`src/rtl/rp_share_arb.sv`:
```
// rtl/rp_share_arb.sv - round-robin sharing of one reconfigurable-partition arithmetic unit
//
// Purpose: arbitrates NREQ requesters onto a single RP arithmetic unit with a
// registered, fixed-latency result. One operation is in flight at a time; the
// result is returned to the granted requester and held until it is accepted.
// The PR decouple input blocks new issues and poisons an op in flight.
//
// Ports:
//   Clk, Reset_n            clock, synchronous active-low reset
//   req_valid/req_a/req_b   per-requester operand pairs (requester i at [i*DW +: DW])
//   req_ready               one-hot accept strobe (combinational, IDLE only)
//   rsp_valid/rsp_data      one-hot response valid and its result
//   rsp_err                 response invalid because the RP was decoupled mid-op
//   rsp_ready               per-requester response accept
//   rp_ain/rp_bin           registered RP operands
//   rp_result               RP result
//   rp_decouple             PR controller isolating the RP
//   rp_idle                 no operation in flight
module rp_share_arb #(
  parameter int NREQ       = 4,
  parameter int DW         = 32,
  parameter int RP_LATENCY = 1
) (
  input  logic              Clk,
  input  logic              Reset_n,
  input  logic [NREQ-1:0]   req_valid,
  input  logic [NREQ*DW-1:0] req_a,
  input  logic [NREQ*DW-1:0] req_b,
  output logic [NREQ-1:0]   req_ready,
  output logic [NREQ-1:0]   rsp_valid,
  output logic [DW-1:0]     rsp_data,
  output logic              rsp_err,
  input  logic [NREQ-1:0]   rsp_ready,
  output logic [DW-1:0]     rp_ain,
  output logic [DW-1:0]     rp_bin,
  input  logic [DW-1:0]     rp_result,
  input  logic              rp_decouple,
  output logic              rp_idle
);

  localparam int PW = (NREQ > 1) ? $clog2(NREQ) : 1;
  localparam logic [NREQ-1:0] ONE = {{(NREQ-1){1'b0}}, 1'b1};

  typedef enum logic [1:0] {S_IDLE, S_WAIT, S_RESP} state_t;

  state_t          state;
  logic [PW-1:0]   rr_ptr;
  logic [PW-1:0]   gnt;
  logic [2:0]      cnt;
  logic            err;

  logic [PW-1:0]   sel;
  logic            sel_found;
  logic            grant_en;
  logic            err_next;
  int              idx;

  // Circular search starting just after the last grant, so the most recent
  // winner drops to lowest priority.
  always_comb begin
    sel       = '0;
    sel_found = 1'b0;
    idx       = 0;
    for (int i = 1; i <= NREQ; i++) begin
      idx = int'(rr_ptr) + i;
      if (idx >= NREQ) idx = idx - NREQ;
      if (!sel_found && req_valid[idx[PW-1:0]]) begin
        sel_found = 1'b1;
        sel       = idx[PW-1:0];
      end
    end
  end

  // Reset_n gating keeps the strobe low while reset is held.
  assign grant_en  = Reset_n && (state == S_IDLE) && sel_found && !rp_decouple;
  assign req_ready = grant_en ? (ONE << sel) : '0;

  // Includes this cycle's decouple so a pulse on the capture cycle still poisons the result.
  assign err_next  = err | rp_decouple;

  always_ff @(posedge Clk) begin
    if (!Reset_n) begin
      state     <= S_IDLE;
      rr_ptr    <= PW'(NREQ - 1);
      gnt       <= '0;
      cnt       <= '0;
      err       <= 1'b0;
      rsp_valid <= '0;
      rsp_data  <= '0;
      rsp_err   <= 1'b0;
      rp_ain    <= '0;
      rp_bin    <= '0;
      rp_idle   <= 1'b1;
    end else begin
      case (state)
        S_IDLE: begin
          if (grant_en) begin
            rp_ain  <= req_a[int'(sel)*DW +: DW];
            rp_bin  <= req_b[int'(sel)*DW +: DW];
            gnt     <= sel;
            rr_ptr  <= sel;
            cnt     <= 3'(RP_LATENCY);
            err     <= 1'b0;
            rp_idle <= 1'b0;
            state   <= S_WAIT;
          end
        end
        S_WAIT: begin
          err <= err_next;
          if (cnt != 3'd0) begin
            cnt <= cnt - 3'd1;
          end else begin
            rsp_data  <= err_next ? '0 : rp_result;
            rsp_err   <= err_next;
            rsp_valid <= ONE << gnt;
            state     <= S_RESP;
          end
        end
        S_RESP: begin
          // Only the granted requester's accept matters.
          if (rsp_ready[gnt]) begin
            rsp_valid <= '0;
            rsp_data  <= '0;
            rsp_err   <= 1'b0;
            rp_idle   <= 1'b1;
            state     <= S_IDLE;
          end
        end
        default: begin
          state   <= S_IDLE;
          rp_idle <= 1'b1;
        end
      endcase
    end
  end

endmodule

```
`config.mk`:
```
export PLATFORM = sky130hd
export DESIGN_NAME = rp_share_arb
export DESIGN_NICKNAME = d
export VERILOG_FILES = /design/src/rtl/rp_share_arb.sv
export SDC_FILE = /design/constraint.sdc
export NUM_CORES = 1
export LEC_CHECK = 0
export BUFFER_PORTS_ARGS = -buffer_cell sky130_fd_sc_hd__buf_4
export CORE_AREA = 2 2 157 159
export CTS_CLUSTER_SIZE = 14
export DETAILED_ROUTE_END_ITERATION = 6
export DIE_AREA = 0 0 159 161
export PLACE_DENSITY = 0.49
export SLEW_MARGIN = 5
export SYNTH_ARGS = -nofsm -noshare
export SYNTH_HDL_FRONTEND = slang
export SYNTH_SLANG_ARGS = --single-unit
```
`constraint.sdc`:
```
create_clock -name Clk -period 4.9 [get_ports Clk]
set_input_delay 0 -clock Clk [delete_from_list [all_inputs] [get_ports Clk]]
set_output_delay 0 -clock Clk [all_outputs]
set_load 0.005 [all_outputs]
```
# Yosys cells after proc, flatten, opt, wreduce, memory -nomap -nowiden
# Index checks and enable logic that the tools add are counted.
# W data, S select, Z words.
# word_totals
regBits	112
latch_bits	0
ramBits	0
romBits	0
out_inout_bits	106
memories	0
# classes
addsub	9
multipliers	0
n_div	0
order_cmp	9
n_eq_ne	6
n_shift	4
muxes	44
bitwise_logic	2
n_reduce_logical	20
# ops
operator	count
$shiftx A128 B8 Y32	2
$mux W32	3
$pmux W32 S2	1
$mux W2	11
$lt A2 B3 Y1 const B	5
$mux W1	13
$mux W4	3
$reduce_and A3 Y1	4
$bmux W1 S2	5
$ge A3 B3 Y1 const B	3
$ne A2 B2 Y1 const B	4
$pmux W4 S2	1
$shl A1 B2 Y4 const A	2
$sub A2 B1 Y2 const B	4
$add A2 B2 Y3 const B	2
$logic_and A1 B1 Y1	6
$mux W3	2
$pmux W2 S3	1
$pmux W3 S2	1
$add A2 B3 Y4 const B	1
$ge A4 B3 Y1 const B	1
$logic_not A1 Y1	4
$pmux W1 S2	2
$reduce_and A2 Y1	2
10 further kinds	11

# Logic depth before layout (Yosys ltp)
# depth
word_depth	19
depth_mapped	8
depth_no_buf	7

# Worst setup path before layout
# No wires, ideal clock.
# synth_path
path_type	reg-to-reg
startpoint	register cnt[0]
endpoint	register rsp_valid[3]
setup_ns	0.118
arrival_ns	1.606
required_ns	4.782
setup_slack_ns	3.176
stages_incl_launch_ff	9
path_buffers	1
path_cell_list	dfxtp_1 inv_1 ha_1 inv_1 nor4_1 a31oi_4 buf_2 a32oi_1 nor2b_1
# synth_between
elab_chain_len	3
# synth_lines
element	line_no	source
start, declared	49	logic [2:0] cnt;
start signal, assigned	102	cnt <= 3'(RP_LATENCY);
start signal, assigned	111	cnt <= cnt - 3'd1;
$reduce_bool A3 Y1	110	if (cnt != 3'd0) begin
$ne A2 B2 Y1 (no source line)	-	
$reduce_and A3 Y1 (no source line)	-	
end signal, assigned	115	rsp_valid <= ONE << gnt;
end, declared	30	output logic [NREQ-1:0] rsp_valid,
# No other way between the ends.
# A chain may end at the register's enable or synchronous reset.

# Worst setup path after layout
# layout_path
startpoint	register rr_ptr[0]
endpoint	register rp_bin[21]
# layout_between
elab_chain_len	18
word_cells_on_any_way	42
cone_classes	add/sub (8); order compare (4); shift (1); mux (20); reduce/logical (9)
# layout_lines
element	line_no	source
start, declared	47	logic [PW-1:0] rr_ptr;
start signal, assigned	84	rr_ptr <= PW'(NREQ - 1);
start signal, assigned	101	rr_ptr <= sel;
parallel branches: the longest is 18 deep, another holds $add A2 B1 Y3	-	
end signal, assigned	99	rp_bin <= req_b[int'(sel)*DW +: DW];
end, declared	35	output logic [DW-1:0] rp_bin,
# Several ways; the timed one is not identified. The select of a mux whose other input is x is not followed.

==> impl_metrics.ini <==
[routing]
vias_per_cell = 4.63
drc = 0
drt_first_pass_iters = 6
first_iter_violations = 337
drtAntennaViolNets = 0
vias = 6586
wirelength_um = 24600
wire_per_inst_um = 17.3

[pwr]
clockPowerShare_pct = 30.5
p_int_uw = 1950
power_uw = 2730
switching_share_pct = 28.4
power_density_nw_per_um2 = 261
power_frac_comb_pct = 32.1
power_frac_seq_pct = 37.4
leakagePower_uw = 0.00472
vdd_drop_max_mv = 0.115
p_sw_uw = 775

[final_layout]
areaGrowthSynthToFinish_pct = 74.6
diodes = 0
nets = 1395
drive_gt1_share_pct = 42.9
fin_cells = 1423

[floorplanning]
die_h_um = 161
initial_core_util_pct = 25.0
row_count = 57
top_level_ports = 405
die_w_um = 159
core_um2 = 24000
dieArea_um2 = 25600

[clock_tree]
clk_latency_ns = 0.36
clock-sinks = 112
htreeDepth = 3
path_clk_slew_ns = 0.08
cts_root_buffer = clkbuf_16
cts_tree = done
cts_buffer_depth = 2
cts_resized = 0
cts_buffers = 9

[yosys]
avgSynthCellArea_um2 = 9.44
ys_ff_latch = 112
synthAdderAreaFrac_pct = 0.417
synth_compound_area_share_pct = 23.3
ys_types = 45
synth_top_family_by_area = compound AO/OA/AOI/OAI gates
yosys.area_share.xor_xnor_pct = 0
yosys-top-cells-area = dfxtp_1, mux2i_1, mux2_2
syn_area_um2 = 6000
yosysTopAreaCellShare_pct = 37.4
synth_top_cell_by_area = dfxtp_1
synth_cells = 635
synthMuxAreaShare_pct = 22.8
ys_seq_area_share_pct = 37.4
yosysWarnings = 0
synthSimpleGateAreaFrac_pct = 9.83
syn_nets = 936

[critical_path]
cpMaxStageDelayCell = buf_4
crit_fanout = 45
cp_cell_sequence = nand2b_1 -> a221oi_4 -> buf_4 -> buf_4 -> mux2i_1 -> a2bb2oi_1 -> a21oi_1 -> dlygate4sd3_1
cp_num_buf_inv = 3
cp-start-kind = register
worstPathArrival_ns = 3.38
slowest_delay_ns = 0.59
crit_type = reg -> reg
required_ns = 5.15
cp-end-kind = register
cpMostUsedCell = buf_4
crit_family = buffers and inverters

[grt]
grt_max_degree = 77
grt_pass1_vias = 6725
grt_pass1_wl_um = 37500
antenna_found_initial = 0
grt_usage_pct = 18.5
gr-total-overflow = 0

[sta]
tns_ns = 0
max_freq_mhz = 320
period_share_pct = 63.8
report.final.slew_viol_count = 0
tightest_slew_ns = 1.05
hold_violations = 0
period_minus_slack_ns = 3.13
finClkSkew_ns = 0.0134
holdWs_ns = 0.0199
max_slew_margin_pct = 30.2
worst_slack_ns = 1.77
grt_setup_unrepaired = false
setup_viol = 0

[place]
pre_cts_slack_ns = 2.36
dpl.hpwl_um = 17600
io_buffer_count = 404
place_congestion = 0.789
dp_cells = 1312

[run]
max-cap-violations = 0

[min_path]
hold_path_class = in -> reg

[status]
status = completed
## timing repair
item | in CTS | in global routing
endpoints found under the setup margin | 0 | 0
setup buffers | 0 | 0
endpoints found under the hold margin | 65 | 0
hold buffers | 95 | 0
## cell usage in the layout (no fill, tap or decap), types with 7 or more instances in the layout
| cell | count |
|---|---|
| mux2_2 | 33 |
| nand3_1 | 38 |
| dfxtp_1 | 112 |
| mux2i_1 | 97 |
| nand2_1 | 8 |
| a21oi_1 | 36 |
| buf_4 | 414 |
| o21ai_1 | 10 |
| dlygate4sd3_1 | 95 |
| a22oi_1 | 35 |
| nor2_1 | 7 |
| a31oi_1 | 31 |
| o21ai_0 | 57 |
| nor2b_1 | 40 |
| clkbuf_16 | 9 |
| a2bb2oi_1 | 31 |
## through the flow
step / util (%) / instance area (µm²)
floorplan: - / 6000
global placement: 38.4 / 9190
detailed placement: 38.4 / 9190
CTS: 43.7 / 10500
global route: 43.7 / 10500
finish: 43.7 / 10500
## layout make-up
type | instances | area, µm²
sequential | 112 | 2240
fill | 2395 | 13500
inverter | 6 | 22.5
clock buffer | 10 | 239
tap | 324 | 405
timing repair buffer | 509 | 4060
multi-input combinational | 456 | 3410
clock inverter | 6 | 90.1
## state kept, by name, summed over array words and instances (netlist names)
name and flops:
err 1, rsp_data 32, rp_bin 32, rp_ain 32
gnt 2, rp_idle 1, cnt 3, rr_ptr 2
state 2, rsp_err 1, rsp_valid 4
## worst paths after layout
kind	start	endpoint	slack, ns	depth (start not counted)
min	Reset_n	rp_idle	0.02	2
min reg2reg	rp_bin[1]	rp_bin[1]	0.46	2
max	rr_ptr[0]	rp_bin[21]	1.77	8
max reg2reg	rr_ptr[0]	rp_bin[21]	1.77	8
## worst register-to-register path: stages, from the launching register on
cell and delay (ns):
dfxtp_1 0.34, nand2b_1 0.20, a221oi_4 0.25, buf_4 0.49, buf_4 0.62, mux2i_1 0.31
a2bb2oi_1 0.20, a21oi_1 0.08, dlygate4sd3_1 0.55
## per-layer routing
metal | GRT usage (%) | vias to the layer above | wire [µm]
met3 | 5.08 | 37 | 1690
met1 | 21.6 | 3021 | 10100
met2 | 32.7 | 244 | 12200
li1 | - | 3284 | -
met5 | 0 | - | 0
met4 | 6.78 | 0 | 671
## cells in the mapped netlist (all sizes together)
| master | number |
|---|---|
| a32oi | 1 |
| o21ai | 68 |
| a221oi | 1 |
| dfxtp | 112 |
| a22oi | 35 |
| a21oi | 37 |
| a21boi | 3 |
| a31oi | 32 |
| clkbuf | 25 |
| nor4 | 1 |
| nand3 | 38 |
| nor2b | 40 |
| buf | 36 |
| a211oi | 1 |
| mux2 | 33 |
| nor3 | 5 |
| mux2i | 97 |
| a22o | 1 |
| nand2 | 8 |
| nand3b | 1 |
| a2bb2oi | 31 |
| mux4 | 1 |
| nor2 | 7 |
| ha | 2 |
| o211ai | 1 |
| o21a | 2 |
| nand2b | 2 |
| a21bo | 1 |
| and3 | 2 |
| a211o | 1 |
| nor3b | 1 |
| inv | 6 |
| and2 | 2 |
| nor4b | 1 |
## cells by family (layout without fill, tap and decap cells)
family	after synthesis	count (layout)
simple gates	108	108
buf+inv	67	531
compound gates	215	215
flops	112	112
mux	131	131
fa+ha+maj	2	2
## power groups by stage
stage	Combinational, µW	Sequential, µW	Clock (µW)
6_report	875	1020	833
5_1_grt	954	1030	900
4_1_cts	886	1020	862
3_5_place_dp	813	1040	0
3_3_place_gp	814	1040	0
2_1_floorplan	434	1040	0
Power figures use the tool's default switching activity.
